===== src/rtl/rot_pkg.sv =====
// Shared definitions for the rotation adapter, its driver and benches.
// State encoding, default pixel width and frame-size derivations.
package rot_pkg;

  localparam int PIX_W_DEF = 24;

  typedef enum logic [2:0] {
    S_IDLE,
    S_PRIME,
    S_LOAD,
    S_GAP,
    S_ROTATE,
    S_DONE
  } rot_state_e;

  function automatic int pix_count(input int w, input int h);
    return w * h;
  endfunction

  function automatic int addr_w(input int w, input int h);
    return (w * h > 1) ? $clog2(w * h) : 1;
  endfunction

  // Wide enough to hold n itself, not just n-1.
  function automatic int cnt_w(input int n);
    return (n > 1) ? $clog2(n) + 1 : 2;
  endfunction

endpackage


===== src/rtl/rot_stream_capture.sv =====
// Registers the adapter's rotated stream onto m_* and counts beats.
// Optional ROT_SEQ_LENCHK_EN adds the sticky row/frame length checker.
module rot_stream_capture
  import rot_pkg::*;
#(
  parameter int IMG_W = 256,
  parameter int IMG_H = 256,
  parameter int PIX_W = PIX_W_DEF
)(
  input  logic             clk,
  input  logic             rst,
  input  logic             clr,
  input  logic             cap_en,
  input  logic [PIX_W-1:0] ad_data_out,
  input  logic             ad_jump_out,
  input  logic             ad_output_done,
  output logic             m_valid,
  output logic [PIX_W-1:0] m_data,
  output logic             m_eol,
  output logic             m_eof,
  output logic             err_len,
  output logic             stop
);

  localparam int N  = pix_count(IMG_W, IMG_H);
  localparam int CW = cnt_w(N);
  localparam logic [CW-1:0] NC = CW'(N);

  logic [CW-1:0] pcnt;
  logic          take;

  // Stop once the eof beat is out, or after N beats with no eof.
  assign stop = (m_valid && m_eof) || (pcnt == NC);
  assign take = cap_en && !stop;

  always_ff @(posedge clk or posedge rst) begin
    if (rst) begin
      pcnt    <= '0;
      m_valid <= 1'b0;
      m_data  <= '0;
      m_eol   <= 1'b0;
      m_eof   <= 1'b0;
    end else begin
      if (clr)
        pcnt <= '0;
      else if (take)
        pcnt <= pcnt + CW'(1);
      m_valid <= take;
      m_eol   <= take && ad_jump_out;
      m_eof   <= take && ad_output_done;
      if (take)
        m_data <= ad_data_out;
    end
  end

`ifdef ROT_SEQ_LENCHK_EN
  localparam int HW = (IMG_H > 1) ? $clog2(IMG_H) : 1;
  localparam logic [HW-1:0] HL = HW'(IMG_H - 1);

  logic [HW-1:0] col;
  logic [HW-1:0] m_col;
  logic          bad_eol;
  logic          bad_eof;
  logic          tmo;

  assign bad_eol = m_valid && m_eol && (m_col != HL);
  assign bad_eof = m_valid && m_eof && (pcnt != NC);
  assign tmo     = cap_en && (pcnt == NC) && !(m_valid && m_eof);

  always_ff @(posedge clk or posedge rst) begin
    if (rst) begin
      col     <= '0;
      m_col   <= '0;
      err_len <= 1'b0;
    end else if (clr) begin
      col     <= '0;
      err_len <= 1'b0;
    end else begin
      if (take) begin
        m_col <= col;
        col   <= (col == HL) ? '0 : col + HW'(1);
      end
      if (bad_eol || bad_eof || tmo)
        err_len <= 1'b1;
    end
  end
`else
  assign err_len = 1'b0;
`endif

endmodule


===== src/rtl/rot_frame_sequencer.sv =====
// Drives the rotation adapter: loads a frame, then captures it rotated.
// Define ROT_SEQ_LENCHK_EN to build in the stream-length checker.
module rot_frame_sequencer
  import rot_pkg::*;
#(
  parameter int IMG_W      = 256,
  parameter int IMG_H      = 256,
  parameter int PIX_W      = PIX_W_DEF,
  parameter int GAP_CYCLES = 2,
  localparam int AW        = addr_w(IMG_W, IMG_H)
)(
  input  logic             clk,
  input  logic             rst,
  input  logic             start,
  output logic             busy,
  output logic             done,
  output logic             src_rd,
  output logic [AW-1:0]    src_addr,
  input  logic [PIX_W-1:0] src_data,
  output logic             ad_rst,
  output logic             ad_mode,
  output logic [PIX_W-1:0] ad_data_in,
  input  logic [PIX_W-1:0] ad_data_out,
  input  logic             ad_jump_out,
  input  logic             ad_output_done,
  output logic             m_valid,
  output logic [PIX_W-1:0] m_data,
  output logic             m_eol,
  output logic             m_eof,
  output logic             err_len
);

  localparam int N  = pix_count(IMG_W, IMG_H);
  localparam int CW = cnt_w(N);
  localparam int GW = cnt_w(GAP_CYCLES);
  localparam int KW = (CW > GW) ? CW : GW;

  localparam logic [KW-1:0] K_LAST = KW'(N - 1);
  localparam logic [KW-1:0] K_PEN  = KW'(N - 2);
  localparam logic [KW-1:0] G_LAST = KW'(GAP_CYCLES - 1);

  rot_state_e    state;
  logic [KW-1:0] cnt;
  logic          cap_stop;
  logic          clr;
  logic          cap_en;

  assign clr    = (state == S_IDLE) && start;
  assign cap_en = (state == S_ROTATE);

  always_ff @(posedge clk or posedge rst) begin
    if (rst) begin
      state      <= S_IDLE;
      cnt        <= '0;
      busy       <= 1'b0;
      done       <= 1'b0;
      src_rd     <= 1'b0;
      src_addr   <= '0;
      ad_rst     <= 1'b1;
      ad_mode    <= 1'b0;
      ad_data_in <= '0;
    end else begin
      done <= 1'b0;
      unique case (state)
        S_IDLE: begin
          if (start) begin
            state    <= S_PRIME;
            busy     <= 1'b1;
            src_rd   <= 1'b1;
            src_addr <= '0;
          end
        end
        S_PRIME: begin
          state      <= S_LOAD;
          cnt        <= '0;
          ad_rst     <= 1'b0;
          ad_data_in <= src_data;
          src_rd     <= (N > 1);
          src_addr   <= AW'(1);
        end
        S_LOAD: begin
          // Read data lands one cycle after its strobe.
          ad_data_in <= src_rd ? src_data : '0;
          if (cnt == K_LAST) begin
            state <= S_GAP;
            cnt   <= '0;
          end else begin
            cnt <= cnt + KW'(1);
            if (cnt < K_PEN) begin
              src_rd   <= 1'b1;
              src_addr <= src_addr + AW'(1);
            end else begin
              src_rd <= 1'b0;
            end
          end
        end
        S_GAP: begin
          ad_data_in <= '0;
          if (cnt == G_LAST) begin
            state   <= S_ROTATE;
            cnt     <= '0;
            ad_mode <= 1'b1;
          end else begin
            cnt <= cnt + KW'(1);
          end
        end
        S_ROTATE: begin
          if (cap_stop) begin
            state   <= S_DONE;
            done    <= 1'b1;
            ad_mode <= 1'b0;
          end
        end
        S_DONE: begin
          state  <= S_IDLE;
          busy   <= 1'b0;
          ad_rst <= 1'b1;
        end
        default: begin
          state <= S_IDLE;
        end
      endcase
    end
  end

  rot_stream_capture #(
    .IMG_W (IMG_W),
    .IMG_H (IMG_H),
    .PIX_W (PIX_W)
  ) u_cap (
    .clk            (clk),
    .rst            (rst),
    .clr            (clr),
    .cap_en         (cap_en),
    .ad_data_out    (ad_data_out),
    .ad_jump_out    (ad_jump_out),
    .ad_output_done (ad_output_done),
    .m_valid        (m_valid),
    .m_data         (m_data),
    .m_eol          (m_eol),
    .m_eof          (m_eof),
    .err_len        (err_len),
    .stop           (cap_stop)
  );

endmodule


===== config.mk =====
export PLATFORM = sky130hd
export DESIGN_NAME = rot_frame_sequencer
export DESIGN_NICKNAME = d
export VERILOG_FILES = /design/src/rtl/rot_pkg.sv /design/src/rtl/rot_stream_capture.sv /design/src/rtl/rot_frame_sequencer.sv
export SDC_FILE = /design/constraint.sdc
export NUM_CORES = 1
export LEC_CHECK = 0
export BUFFER_PORTS_ARGS = -buffer_cell sky130_fd_sc_hd__buf_2
export CORE_MARGIN = 5
export CORE_UTILIZATION = 34
export CTS_BUF_LIST = sky130_fd_sc_hd__clkbuf_2 sky130_fd_sc_hd__clkbuf_4 sky130_fd_sc_hd__clkbuf_8
export DETAILED_ROUTE_END_ITERATION = 8
export HOLD_SLACK_MARGIN = 0.03
export SLEW_MARGIN = 5
export SYNTH_ARGS = -nofsm -noshare
export SYNTH_HDL_FRONTEND = slang
export SYNTH_SLANG_ARGS = --single-unit

===== constraint.sdc =====
create_clock -name clk -period 4.5 [get_ports clk]
set_clock_uncertainty 0.05 [all_clocks]
set_input_delay 0.675 -clock clk [delete_from_list [all_inputs] [get_ports clk]]
set_output_delay 0.675 -clock clk [all_outputs]
set_load 0.01 [all_outputs]

After elaboration in Yosys (flattened, before gate mapping) --
Cells that the tools add are included.
Word-level totals: input bits 53, output and inout bits 73, register bits after elaboration 109, logic and storage cells 78
Cells by class: reductions and logical operators 19, $add $sub $neg 3, magnitude comparators 1, equality and inequality tests 14, muxes and demuxes 27
Operators by type and width (count):
- 24-bit case mux with 3 select lines | 1
- 17-bit two-way mux | 4
- 17-bit case mux with 3 select lines | 1
- 16-bit two-way mux | 3
- 16-bit case mux with 3 select lines | 1
- 17-bit by 1-bit adder with 17-bit output (second input constant) | 2
- 24-bit two-way mux | 1
- 17-bit by 1-bit equality test with 1-bit output (second input constant) | 1
- 17-bit by 16-bit equality test with 1-bit output (second input constant) | 1
- 17-bit equality test (second input constant) | 1
- 17-bit by 16-bit less-than comparator with 1-bit output (second input constant) | 1
- 16-bit by 1-bit adder with 16-bit output (second input constant) | 1
- 3-bit case mux with 5 select lines | 1
- 3-bit two-way mux | 4
- 2-bit inequality test (second input constant) | 6
- 4-bit AND reduction | 2
- 2-bit nonzero test | 4
- 1-bit two-way mux | 7
- 3-bit by 2-bit equality test with 1-bit output (second input constant) | 2
- 3-bit equality test (second input constant) | 2
- 1-bit case mux with 2 select lines | 3
- 3-bit AND reduction | 2
- 3-bit nonzero test | 2
- 1-bit logical AND | 5
- other kinds (6) | 6

Depth between registers and ports, before layout --
Gate-level depths: netlist of the first run.
depth after elaboration 6, gate-level depth with buffers 11

Cells and area by module --
From an unflattened synthesis of the first run, not the netlist that was laid out.
Second synthesis, totals: cells, all modules 456, area, all modules 5082.4 µm²
Modules (own cells, without submodules):
- rot_frame_sequencer | seq. area each 1627.8 µm², area each 3123.0 µm², times used 1, cells each 301
- rot_stream_capture | seq. area each 1101.1 µm², area each 1959.4 µm², times used 1, cells each 155

Least setup slack after synthesis of the first run --
No wires, ideal clock.
path kind reg-to-reg, start point reg cnt[7], end point reg src_addr[14], required time 4.330 ns, data arrival time 2.353 ns, clock period less this slack 2.523 ns, path buffers 0, setup slack 1.977 ns, cell stages (with the launch flop) 12, library setup time 0.120 ns, cell sequence dfrtp_1 > nand4_1 > nor3_1 > and3_1 > nand3_1 > inv_1 > ha_1 > o21ai_0 > nand4_1 > nor3b_1 > a21oi_1 > a31o_2
On the way: word-level cells in the longest chain between the ends 3, elaborated cells between the ends (all ways) 5
RTL lines:
- start: declaration | RTL line rot_frame_sequencer.sv:43 | logic [KW-1:0] cnt;
- start signal: assignment | RTL line rot_frame_sequencer.sv:88 | cnt <= cnt + KW'(1);
- start signal: assignment | RTL line rot_frame_sequencer.sv:104 | cnt <= cnt + KW'(1);
- 17-bit by 16-bit less-than comparator with 1-bit output or 17-bit by 16-bit equality test with 1-bit output (tied branches) | RTL line rot_frame_sequencer.sv:89, rot_frame_sequencer.sv:84
- 2-bit inequality test (no source line)
- 4-bit AND reduction (no source line) *
- end signal: assignment | RTL line rot_frame_sequencer.sv:91 | src_addr <= src_addr + AW'(1);
- end: declaration | RTL line rot_frame_sequencer.sv:18 | output logic [AW-1:0] src_addr,
Mark *: on every way between the ends. The rest lies on a longest branch, timed or not. A chain may end at the register's enable or synchronous reset.

Worst setup path after layout of the first run --
start point reg cnt[6], end point reg cnt[6]
On the way: word-level cells in the longest chain between the ends 3, elaborated cells between the ends (all ways) 6
RTL lines:
- 17-bit by 1-bit adder with 17-bit output (tied with other cells) | RTL line rot_frame_sequencer.sv:88, rot_frame_sequencer.sv:104
- 17-bit two-way mux (on tied branches) | RTL line rot_frame_sequencer.sv:99, rot_frame_sequencer.sv:84
- 17-bit case mux with 3 select lines * | RTL line rot_frame_sequencer.sv:64 | unique case (state)
Marks and branches as above.

==> metrics, run 1 <==
RR Endpoint=cnt[6]; post-synthesis cell type count=54; Pwr Density=292 nW/um^2; outcome=finished, final reports clean; Top FF cell, synth=dfrtp_1; Register-to-Register Setup Slack=roughly 1400 ps; Pre-Repair DR Iteration Count=4; CP bufs+invs=1; CP delay by family, top=simple AND/OR/NAND/NOR gates; CTS clock-pin slew for the worst setup and hold paths=~100 ps; GRT Overall Usage=12.8%; Worst Setup EP=cnt[6]; instance count on the critical path=10; PortBufs=124; starting density of the core=34.5%; crit path kind=reg2reg; Avg WL per Cell=between 10 and 15 um; CTS buffer count=9; Slew Viols, Final=0; starting DRC count in detailed routing=approximately 210; Top Ports=approximately 130; Synth top area share=between 50% and 60%; placed inst area=between 5000 and 6000 sq um; layout cells sized above 1=32.6%; period utilization=approximately two thirds; largest net degree at the start of global routing=just under 90; leak pwr=2.94 nW; WP data required=4720 ps; die area=around 17000 sq um; Area Growth Syn to Fin=19.5%; Final WS setup=between 1000 and 1500 ps; Placement Rows=44; EDFF count, synth=0; number of synthesized register bits=109; Worst VDD drop=0.237 mV; CTS tree=yes; Residual DRC=0; final core occ=41.3%; antenna violations before repair=0; commonest non-fill, non-tap cell in the layout=buf_2; buffer count from post-CTS setup fixing=0; vias in the first global route=3847; Setup crit start=cnt[6]; H-tree depth=3; clk_lat worst skew=390 ps; Post-synth ARST share=100%; clock sinks=109; CTS root buffer=clkbuf_8; min-delay worst type=in2reg; slowest stage delay, CP=690 ps; dpl hpwl=7.71 mm; post-route ant nets=0; max cap viols=0; final setup TNS=0 ps; commonest cells after routing, fill and taps aside=buf_2 (124), dfrtp_1 (108), nor2_1 (40); fmax=324 MHz; syn_nets=502; DP Cell Count=between 700 and 800; slowest CP cell=a21boi_1; Fin Hold WS=443 ps; Core Area=14500 sq um; crit start category=flip-flop; Post-CTS Hold Fix Bufs=0; crit path max fanout=14; CP arrival=about 3300 ps; Power Total=roughly 1.7 mW; biggest area consumer among synthesized cells=dfrtp_1; Final GP Congestion=0.803; Post-Layout Cell Count=748; final instance area=5970 sq um; total number of vias=between 3000 and 4000; Die Y=131 um; first-pass GRT wire length=18.6 mm; yosys warns=0; min Tclk post-route=3080 ps; final setup fails=0; via density per instance=5.03; global route overflow=0; Final Hold Viols=0; Synth Cell Area=5000 sq um; n_diodes=0; crit path capture type=flip-flop; RSZ-0062 raised after global routing=false; Place WS=1440 ps; FF-to-FF path depth=10; # nets final=619; Slew HR=17.3%; WL final=approximately 11 mm; sequential area share after synthesis=54.6%; Clock Tree Buf Depth=2; Post-CTS Resized=0; top post-synthesis cells by area=dfrtp_1 (54%), mux2_2 (5.6%), a22o_1 (4.6%); Die Wd=around 130 um; Mean Syn Cell Area=11.3 sq um; Synth Instances=442; Worst-Margin Slew=roughly 1200 ps; reg-to-reg startpoint=cnt[6]; CP Cell Sequence=nand4_1 -> nor3_1 -> and3_1 -> nand3_1 -> inv_1 -> ha_1 -> nand2b_1 -> a21boi_1 -> and2_1 -> o21ai_1
==> flip-flops by register name, indices dropped and copies added, names as in the netlist <==
name           count
ad_rst             1
busy               1
src_addr          16
u_cap.m_eof        1
src_rd             1
state              3
u_cap.m_eol        1
done               1
ad_mode            1
u_cap.m_valid      1
u_cap.pcnt        17
cnt               17
ad_data_in        24
u_cap.m_data      24
==> cells by family (layout without fill, tap and decap cells) <==
kind of cell	Yosys count	in the layout	share of synthesized area, %
buf+inv	32	154	3.48
other cells	1	1	0.0750
mux	33	33	7.23
xor+xnor	29	29	5.08
flops	109	109	54.6
simple gates	167	167	18.2
fa+ha+maj	7	7	1.75
compound gates	64	64	9.61
==> power breakdown <==
part	leakage [nW]	internal, mW	total [mW]	switching [mW]
combinational	1.49	0.0317	0.0696	0.0379
sequential	1.34	0.990	0.996	0.00626
clock	0.109	0.336	0.677	0.341
==> layer usage <==
| layer | routed length, um | GRT usage (%) |
|---|---|---|
| met5 | 0 | 0 |
| met4 | 141 | 4.23 |
| met3 | 711 | 4.85 |
| met2 | 5100 | 20.4 |
| met1 | 4980 | 16.2 |
==> synth_stat cells (2+ instances only) <==
master / n
nor2_1: 40
buf_12: 2
mux2i_1: 8
nor3_1: 8
a211o_1: 2
and4_1: 6
and3_1: 10
nand3b_1: 2
a21o_1: 5
nor4_1: 10
a21oi_1: 8
nand2b_1: 6
o21ai_1: 2
clkbuf_1: 12
nand3_1: 15
mux2_2: 25
ha_1: 7
buf_6: 2
nor3b_1: 5
nand2_1: 33
xor2_1: 16
buf_2: 2
xnor2_1: 13
or3_1: 3
a22o_1: 26
o21ai_0: 10
a31o_2: 3
inv_1: 12
nor4b_1: 3
dfrtp_1: 108
nand4_1: 15
==> worst min path at each step <==
stage,start,endpoint,slack (ps),cells past startpoint
2_1_floorplan,u_cap.pcnt[5],u_cap.pcnt[5],440,1
3_3_place_gp,u_cap.m_data[14],u_cap.m_data[14],430,1
3_5_place_dp,ad_data_in[6],ad_data_in[6],440,1
4_1_cts,src_data[13],ad_data_in[13],420,2
5_1_grt,src_data[12],ad_data_in[12],410,2
6_report,src_data[13],ad_data_in[13],440,2
==> area by class of cell <==
class / count / area (sq um)
clock buffers: 11 / 145
well taps: 184 / 230
fillers: 1425 / 8500
clock inverters: 5 / 83.8
flip-flops and latches: 109 / 2730
inverters: 12 / 47.5
multi-input cells: 301 / 2100
repair buffers: 126 / 636
Power figures use the tool's default switching activity.
==> run 2, diff against run 1 <==
==> constraint.sdc (replaced) <==
create_clock -name clk -period 3 [get_ports clk]
set_clock_uncertainty 0.05 [all_clocks]
set_input_delay 0.45 -clock clk [delete_from_list [all_inputs] [get_ports clk]]
set_output_delay 0.45 -clock clk [all_outputs]
set_load 0.01 [all_outputs]
==> run 2 against run 1 <==
Compared with the run above:
- sequential cell count unchanged
- power is 42% higher
- cell area is 0.67% higher
- sequential power increased by 50%
- routed wire length is 1.1% lower
- core utilization rose by 0.28 points
==> metrics, run 2 (synthesis gave the netlist of run 1 again) <==
outcome=finished, final reports clean; Slew Viols, Final=0; max cap viols=0; Int Power=~1.9 mW; starting DRC count in detailed routing=248; Die Wd=131 um; leak pwr=approximately 3.0 nW; dpl hpwl=approximately 7.9 mm; Pre-Repair DR Iteration Count=4; final core occ=41.5%; CTS root buffer=clkbuf_8; Final WS setup=slightly below 400 ps; top flop regs=ad_data_in: 24 flops, u_cap.m_data: 24 flops; fillers=1438; crit start category=flip-flop; Worst VDD drop=0.336 mV; sw frac=about a quarter; Avg WL per Cell=14.3 um; buffer count from post-CTS setup fixing=0; Final GP Congestion=0.790; Pwr Density=411 nW/um^2; first-pass GRT wire length=19.0 mm; Worst-Margin Slew=723 ps; clk_lat worst skew=~380 ps; crit path max fanout=8; final setup fails=0; final setup TNS=0 ps; sequential fraction of design power=just over 60%; Post-CTS Hold Fix Bufs=0; min Tclk post-route=~2600 ps; Register-to-Register Setup Slack=380 ps; largest net degree at the start of global routing=52; vias in the first global route=3922; crit path capture type=flip-flop; post-route ant nets=0; clock sinks=approximately 110; FF/Latch Area=about 2700 sq um; Final Hold Viols=0; commonest non-fill, non-tap cell in the layout=buf_2; CTS tree=yes; Worst Setup EP=src_addr[10]; PortBufs=124; Setup crit start=cnt[6]; reg-to-reg startpoint=cnt[6]; die area=17200 sq um; Multi-input gate area=2100 sq um; RR Endpoint=src_addr[10]; crit path kind=reg2reg; Clock power frac=roughly a third; starting density of the core=34.5%; FF-to-FF path depth=13; Place WS=about 340 ps; layout cells sized above 1=33.6%; via density per instance=4.92; CTS clock-pin slew for the worst setup and hold paths=110 ps; Net Switching=roughly 0.58 mW; Clock Tree Buf Depth=2; total number of vias=3722; Fin Hold WS=120 ps; min-delay worst type=in2async; CTS buffer count=9; WP data required=3210 ps; antenna violations before repair=1; global route overflow=0; # nets final=627; RSZ-0062 raised after global routing=false; Top Ports=126; n_diodes=0; commonest cells after routing, fill and taps aside=buf_2 (124), dfrtp_1 (108), nor2_1 (40); Core Area=between 10000 and 15000 sq um; CP arrival=2830 ps; Post-CTS Resized=0; Slew HR=about 52%; Residual DRC=0; GRT Overall Usage=13.0%; WL final=approximately 11 mm; fmax=382 MHz; period utilization=87.2%; Die Y=131 um; Placement Rows=44; Area Growth Syn to Fin=20.3%; H-tree depth=3; power share of the combinational group=4.3%; Power Total=2.47 mW
## run 2: cell count changes in the layout (fill, tap and decap cells not counted)
cell	before	now
buf_4	2	9
bufinv_16	2	0
buf_12	0	1
clkbuf_4	1	0
clkbuf_8	10	11
clkinv_4	1	2
clkinvlp_4	2	3
inv_4	1	0
inv_8	0	1
## run 2: how the worst min path moves through the flow
stage | from | end | depth (start not counted)
floorplan | u_cap.pcnt[5] | u_cap.pcnt[5] | 1
global placement | ad_data_in[21] | ad_data_in[21] | 1
detailed placement | ad_data_in[21] | ad_data_in[21] | 1
CTS | rst | u_cap.m_data[22] | 2
global route | rst | u_cap.m_eof | 2
finish | rst | u_cap.m_eof | 2
## run 2: through the flow
step	cells	cell area (sq um)
after floorplan	442	5000
after detailed placement	739	5810
after global placement	739	5810
final	756	6010
after CTS	755	6010
after global routing	756	6010
## run 2: cell type report
| cell class | count | share of cell area [%] |
|---|---|---|
| Clock inverter | 5 | 0.728 |
| Tap cell | 184 | 3.83 |
| Multi-Input combinational cell | 301 | 35.0 |
| Sequential cell | 109 | 45.4 |
| Inverter | 12 | 0.811 |
| Clock buffer | 11 | 2.52 |
| Timing Repair Buffer | 134 | 11.8 |
## run 2: critical path, cell delays in order, from the launching register on
cell and delay [ps]:
dfrtp_1 470, nand4_1 130, nor3_1 90, and3_1 200, nand3_1 100, inv_1 50, ha_1 190, o21ai_0 220
nand4_1 120, buf_4 170, buf_4 140, nor4_1 340, xnor2_1 160, nor2_1 50
## run 2: power by group through the flow
stage	combinational, mW	sequential (mW)	clock, mW
global route	0.121	1.50	0.979
finish	0.106	1.49	0.873
detailed placement	0.112	1.52	0
CTS	0.111	1.49	0.929
floorplan	0.0381	1.53	0
global placement	0.109	1.52	0
## run 2: per-layer routing
layer / vias to the layer above / global-route usage, % / part of all wire (%)
met5: - / 0 / 0.18
met4: 2 / 3.26 / 0.98
met3: 8 / 4.89 / 6.3
met2: 100 / 19.8 / 45
li1: 1817 / - / -
met1: 1795 / 17.6 / 47
